[config.mk]
export PLATFORM = sky130hd
export DESIGN_NAME = uart_rx_fifo_flat
export DESIGN_NICKNAME = d
export VERILOG_FILES = /design/src/rtl/uart_rx_fifo_if.sv /design/src/rtl/uart_rx_fifo.sv /design/src/flat_wrapper.sv
export SDC_FILE = /design/constraint.sdc
export NUM_CORES = 1
export LEC_CHECK = 0
export ABC_CLOCK_PERIOD_IN_PS = 4700
export BUFFER_PORTS_ARGS = -buffer_cell sky130_fd_sc_hd__buf_2
export CAP_MARGIN = 40
export CORE_UTILIZATION = 55
export DETAILED_ROUTE_END_ITERATION = 8
export GPL_TIMING_DRIVEN = 0
export PLACE_DENSITY = 0.77
export RECOVER_POWER = 25
export SLEW_MARGIN = 20
export SYNTH_ARGS = -nofsm -noshare
export SYNTH_HDL_FRONTEND = slang
export SYNTH_SLANG_ARGS = --single-unit
[constraint.sdc]
create_clock -name i_Clk -period 4.7 [get_ports i_Clk]
set_input_delay 0.94 -clock i_Clk [delete_from_list [all_inputs] [get_ports i_Clk]]
set_output_delay 0.94 -clock i_Clk [all_outputs]
set_load 0.05 [all_outputs]
[src/rtl/uart_rx_fifo_if.sv]
// uart_rx_fifo_if: receiver push, consumer read and status signals of the UART RX byte FIFO.
interface uart_rx_fifo_if #(parameter int DEPTH_LOG2 = 4);
    logic [7:0]          i_rx_data;
    logic                i_rx_done;
    logic [7:0]          o_data;
    logic                o_valid;
    logic                i_ready;
    logic [DEPTH_LOG2:0] o_count;
    logic                o_full;
    logic                o_overflow;
    logic                i_clr_overflow;
    logic                o_timeout;
    modport master (
        output i_rx_data, i_rx_done, i_ready, i_clr_overflow,
        input  o_data, o_valid, o_count, o_full, o_overflow, o_timeout
    );
    modport slave (
        input  i_rx_data, i_rx_done, i_ready, i_clr_overflow,
        output o_data, o_valid, o_count, o_full, o_overflow, o_timeout
    );
endinterface

[src/rtl/uart_rx_fifo.sv]
// uart_rx_fifo: first-word-fall-through byte FIFO behind the UART receiver with sticky overflow.
// Define UART_RX_FIFO_TIMEOUT_EN to add the one-shot idle-line timeout pulse.
module uart_rx_fifo #(
    parameter int DEPTH_LOG2   = 4,
    parameter int BAUD_RATE    = 115200,
    parameter int CLK_HZ       = 25000000,
    parameter int TIMEOUT_BITS = 40
) (
    input logic           i_Clk,
    input logic           i_reset,
    uart_rx_fifo_if.slave bus
);
    localparam int DEPTH = 1 << DEPTH_LOG2;
    logic [7:0]            mem [DEPTH];
    logic [DEPTH_LOG2-1:0] rd_ptr, wr_ptr;
    logic [DEPTH_LOG2:0]   count;
    logic                  do_push, do_pop;
    assign bus.o_valid = count != '0;
    assign bus.o_full  = count == (DEPTH_LOG2+1)'(DEPTH);
    assign bus.o_count = count;
    assign bus.o_data  = mem[rd_ptr];
    assign do_pop      = bus.o_valid & bus.i_ready;
    // a pop in the same cycle frees the slot a full FIFO needs
    assign do_push     = bus.i_rx_done & (!bus.o_full | do_pop);
    always_ff @(posedge i_Clk or posedge i_reset) begin
        if (i_reset) begin
            for (int i = 0; i < DEPTH; i++) mem[i] <= 8'h00;
            rd_ptr         <= '0;
            wr_ptr         <= '0;
            count          <= '0;
            bus.o_overflow <= 1'b0;
        end else begin
            if (do_push) mem[wr_ptr] <= bus.i_rx_data;
            wr_ptr         <= do_push ? wr_ptr + DEPTH_LOG2'(1) : wr_ptr;
            rd_ptr         <= do_pop ? rd_ptr + DEPTH_LOG2'(1) : rd_ptr;
            count          <= (do_push & !do_pop) ? count + (DEPTH_LOG2+1)'(1) :
                              (!do_push & do_pop) ? count - (DEPTH_LOG2+1)'(1) : count;
            bus.o_overflow <= (bus.i_rx_done & !do_push) ? 1'b1 :
                              bus.i_clr_overflow ? 1'b0 : bus.o_overflow;
        end
    end
`ifdef UART_RX_FIFO_TIMEOUT_EN
    localparam logic [31:0] LIMIT = 32'(TIMEOUT_BITS * (CLK_HZ / BAUD_RATE) - 1);
    logic [31:0] idle_cnt;
    logic        rearm;
    assign rearm = do_push | do_pop | (count == '0);
    // counter parks at LIMIT so the pulse fires once per idle stretch
    always_ff @(posedge i_Clk or posedge i_reset) begin
        if (i_reset) begin
            idle_cnt      <= '0;
            bus.o_timeout <= 1'b0;
        end else begin
            idle_cnt      <= rearm ? '0 : (idle_cnt == LIMIT) ? idle_cnt : idle_cnt + 32'd1;
            bus.o_timeout <= !rearm && idle_cnt == LIMIT - 32'd1;
        end
    end
`else
    assign bus.o_timeout = 1'b0;
`endif
endmodule

[src/flat_wrapper.sv]
// flat-port wrapper written by rule: the top's interface ports become plain ports
module uart_rx_fifo_flat 
#(
    parameter int DEPTH_LOG2   = 4,
    parameter int BAUD_RATE    = 115200,
    parameter int CLK_HZ       = 25000000,
    parameter int TIMEOUT_BITS = 40
)
  (i_Clk, i_reset, bus_i_rx_data, bus_i_rx_done, bus_i_ready, bus_i_clr_overflow, bus_o_data, bus_o_valid, bus_o_count, bus_o_full, bus_o_overflow, bus_o_timeout);
  uart_rx_fifo_if #(.DEPTH_LOG2(DEPTH_LOG2)) bus_i ();
  input logic i_Clk;
  input logic i_reset;
  input wire logic [$bits(bus_i.i_rx_data)-1:0] bus_i_rx_data;
  input wire logic [$bits(bus_i.i_rx_done)-1:0] bus_i_rx_done;
  input wire logic [$bits(bus_i.i_ready)-1:0] bus_i_ready;
  input wire logic [$bits(bus_i.i_clr_overflow)-1:0] bus_i_clr_overflow;
  output wire logic [$bits(bus_i.o_data)-1:0] bus_o_data;
  output wire logic [$bits(bus_i.o_valid)-1:0] bus_o_valid;
  output wire logic [$bits(bus_i.o_count)-1:0] bus_o_count;
  output wire logic [$bits(bus_i.o_full)-1:0] bus_o_full;
  output wire logic [$bits(bus_i.o_overflow)-1:0] bus_o_overflow;
  output wire logic [$bits(bus_i.o_timeout)-1:0] bus_o_timeout;
  assign bus_i.i_rx_data = bus_i_rx_data;
  assign bus_i.i_rx_done = bus_i_rx_done;
  assign bus_i.i_ready = bus_i_ready;
  assign bus_i.i_clr_overflow = bus_i_clr_overflow;
  assign bus_o_data = bus_i.o_data;
  assign bus_o_valid = bus_i.o_valid;
  assign bus_o_count = bus_i.o_count;
  assign bus_o_full = bus_i.o_full;
  assign bus_o_overflow = bus_i.o_overflow;
  assign bus_o_timeout = bus_i.o_timeout;
  uart_rx_fifo #(.DEPTH_LOG2(DEPTH_LOG2), .BAUD_RATE(BAUD_RATE), .CLK_HZ(CLK_HZ), .TIMEOUT_BITS(TIMEOUT_BITS)) u_core (.i_Clk(i_Clk), .i_reset(i_reset), .bus(bus_i));
endmodule
==> impl_results.md <==
* Status: complete, but fails checks
* Violations in the final reports: capacitance limit, slew limit
* Library cell used as clock root buffer: clkbuf_16
* Predominant post-synthesis flop cell: dfrtp_1
* Cell depth of the worst min-delay path at 1
* Mux share of post-synthesis cell area at 34.8%
* Count of H-tree levels built during CTS at 4
* Average wire per cell in the routed design at 21.3 µm
* Cell Count Post-Placement at 641
* Height of the die at 114 µm
* Initial cell density of the core at 57.0%
* Final layout net count at 517
* Achievable Freq at 0.257 GHz
* Post-synthesis to final-layout area growth at 15.4%
* Power density over the cells at 793 mW/mm²
* Number of top-level pins at 30
* Cell with the most instances after synthesis: dfrtp_1
* Worst Path Class, Setup: flip-flop to primary output
* Final Skew at 0.00624 ns
* Number of cell rows at 40
* Number of synthesized flops with an enable pin at 0
* Fraction of synthesized cell area in xor and xnor cells at 1.14%
* Pin count of the biggest net entering global routing at 37
* Area fraction in compound gates after synthesis at 3.10%
* Hold Crit Class: flip-flop to flip-flop
* Reg2Reg Depth at 11
* Endpoint of the lowest-slack register-to-register path: u_core.bus.o_count[4]$_DFFE_PP0P_
* Remaining max-slew budget at the tightest pin at -13.5%
* Total count of max-transition violations in the final report at 28
* Clock-pin slew reported for the worst setup and hold paths after clock tree synthesis at 0.05 ns
* Sink of the worst hold path: u_core.mem[35]$_DFFE_PP0P_
* Core ar. at 0.0122 mm²
* Yosys warns at 0
* Overall routing resource usage at 25.6%
* Total nets after synthesis at 462
* Leakage at 3.47 nW
* Die Width at 114 µm
* Period utilisation layout at 82.8%
* Fraction of final layout cells with drive strength greater than 1 at 48.5%
* Synth cell types at 39
* Number of DRC markers after the initial detailed-route iteration at 192
* Total area of sequential cells at 0.00355 mm²
* Reported max-cap violation count at 1
* Dominant combinational cell family by area after synthesis: multiplexers
* Port Buffers at 28
* HPWL after DPL at 9770 µm
* Clock Tree Buf Depth at 2
* Post-DR vias/cell at 5.80
* Number of global-route vias before repair at 4469
* Data required time at the worst endpoint at 3.76 ns
* Number of vias in the routed layout at 3912
* Clk_lat worst skew at 0.43 ns
* Ranking of synthesized cells by instance count: 142 x dfrtp_1, 73 x mux2_2, 56 x mux2_4
* Transition at the pin with the smallest max-transition slack at 1.70 ns
* Non-filler cells, final at 675
* Cell accounting for the most synthesized area: dfrtp_1
* Post-route minimum period at 3.89 ns
* Worst setup slack for register-to-register paths at 1.26 ns
* Multi-input gate area at 0.00324 mm²
* Initial antenna violation count at 0
* Basic-gate share of the synthesized area counting and, or, nand and nor cells at 5.48%
* Count of TritonRoute iterations in the first routing pass at 5
* CTS tree: built
* Async SR Flop Fraction at 100%
* Number of setup buffers added after CTS at 0
* Global-route wire length before repair at 24300 µm
* Post-Synthesis Mean Instance Area at 15.8 µm²
* Final-layout fill cell count at 862
* Count of unresolved DRC violations after routing at 0
* Area share of the largest cell type after synthesis at 51.2%
* Overall die area at 0.0131 mm²
* Total length of routed wires at 14400 µm
* Data arrival time at the worst-slack endpoint at 2.95 ns
* Launch instance of the worst min-delay path: u_core.mem[35]$_DFFE_PP0P_
* Fin Setup TNS at 0 ns
* Element type at the critical path start: flip-flop
* Number of cells produced by synthesis at 439
* Worst hold slack at 0.483 ns
* Number of buffers created by CTS at 17
* Most area-consuming cells after synthesis: dfrtp_1 51%, mux2_4 12%, mux2_2 12%
* Reg-to-reg startpoint: u_core.bus.o_count[0]$_DFFE_PP0P_
* Routability cong. at 0.804
* Peak supply drop at 423 µV
* # hold bufs at CTS at 0
* Post-cts gate resize count at 0
* Number of hold violations in the final report at 0
* Largest fanout on the critical path at 7
* Remaining Overflow, GRT at 0
* Syn Std Cell Area at 0.00694 mm²
* Synthesized-area fraction occupied by adder cells at 1.91%
* Critical path endpoint category: primary output
* TritonCTS sink count at 142
* Number of nets still failing antenna checks after routing at 0
* Register area share after synthesis at 51.2%
* Origin of the worst setup path: u_core.rd_ptr[0]$_DFFE_PP0P_
* Number of antenna repair diodes at 0
* Count of final setup violators at 0
* Setup repair after global routing missed its margin: no
* Synth Register Bits at 142
==> per-layer routing <==
layer	up-vias	global-route usage, %	share of wire (%)
met5	-	0	0
met4	0	10.6	2.4
met1	2069	32.4	44
li1	1735	-	-
met2	81	42.3	50
met3	27	6.35	3.7
==> report_power, final <==
part / internal (W) / total (W) / switching, W
combinational: 0.00136 / 0.00273 / 0.00137
sequential: 0.00182 / 0.00217 / 0.000350
clock: 0.000969 / 0.00146 / 0.000487
==> layout make-up <==
| type | instances | area share, % |
|---|---|---|
| clock buffer | 26 | 5.98 |
| multi-input combinational | 263 | 40.4 |
| clock inverter | 6 | 1.94 |
| buffer | 27 | 1.64 |
| tap | 168 | 2.62 |
| inverter | 7 | 0.344 |
| timing repair buffer | 36 | 2.70 |
| sequential | 142 | 44.4 |
==> cells in the final DEF, fill, tap and decap left out, drive strengths merged, types with 2 or more instances in the layout <==
| cell | synthesis | final |
|---|---|---|
| a22oi | 16 | 16 |
| nor2b | 3 | 3 |
| nor2 | 6 | 6 |
| inv | 7 | 6 |
| a21o | 2 | 2 |
| xnor2 | 6 | 6 |
| mux2 | 131 | 131 |
| nand4 | 2 | 2 |
| ha | 9 | 9 |
| nor4 | 3 | 3 |
| buf | 8 | 42 |
| bufinv | 0 | 5 |
| nand2 | 18 | 18 |
| a21oi | 2 | 2 |
| nor3 | 14 | 14 |
| nand2b | 3 | 3 |
| dfrtp | 142 | 142 |
| clkbuf | 19 | 47 |
| mux4 | 32 | 32 |
| xor2 | 3 | 3 |
| o21ai | 4 | 4 |
==> cells by family after synthesis <==
kind of cell	count (synthesis)
xor+xnor	9
simple gates	51
other cells	1
compound gates	28
flops	142
mux	164
buf+inv	34
fa+ha+maj	10
==> state kept, by name, summed over array words and instances (netlist names) <==
register	cells
u_core.mem	128
u_core.bus.o_count	5
u_core.rd_ptr	4
u_core.wr_ptr	4
u_core.bus.o_overflow	1
==> worst max-delay path: stages, from the launching register on <==
cell	delay, ns
dfrtp_1	0.35
clkbuf_1	0.50
buf_1	0.37
buf_6	0.21
mux4_2	0.52
a22oi_1	0.24
nand2_1	0.11
buf_2	0.23
==> stage by stage <==
| step | total power [W] | worst slack, ns | utilization, % | area [µm²] |
|---|---|---|---|---|
| finish | 0.00635 | 0.809 | 65.9 | 8010 |
| global route | 0.00669 | 0.629 | 65.9 | 8010 |
| CTS | 0.00638 | 0.569 | 66.0 | 8030 |
| detailed placement | 0.00490 | 1.04 | 60.8 | 7390 |
| global placement | 0.00476 | 1.08 | 60.0 | 7290 |
| floorplan | 0.00428 | 1.37 | - | 6940 |
==> how the worst max path moves through the flow <==
stage | to | slack, ns
floorplan | u_core.bus.o_count[4]$_DFFE_PP0P_ | 1.37
global placement | bus_o_data[3] | 1.08
detailed placement | bus_o_data[3] | 1.04
CTS | bus_o_data[3] | 0.57
global route | bus_o_data[3] | 0.63
finish | bus_o_data[3] | 0.81
(Power assumes the default switching activity.)
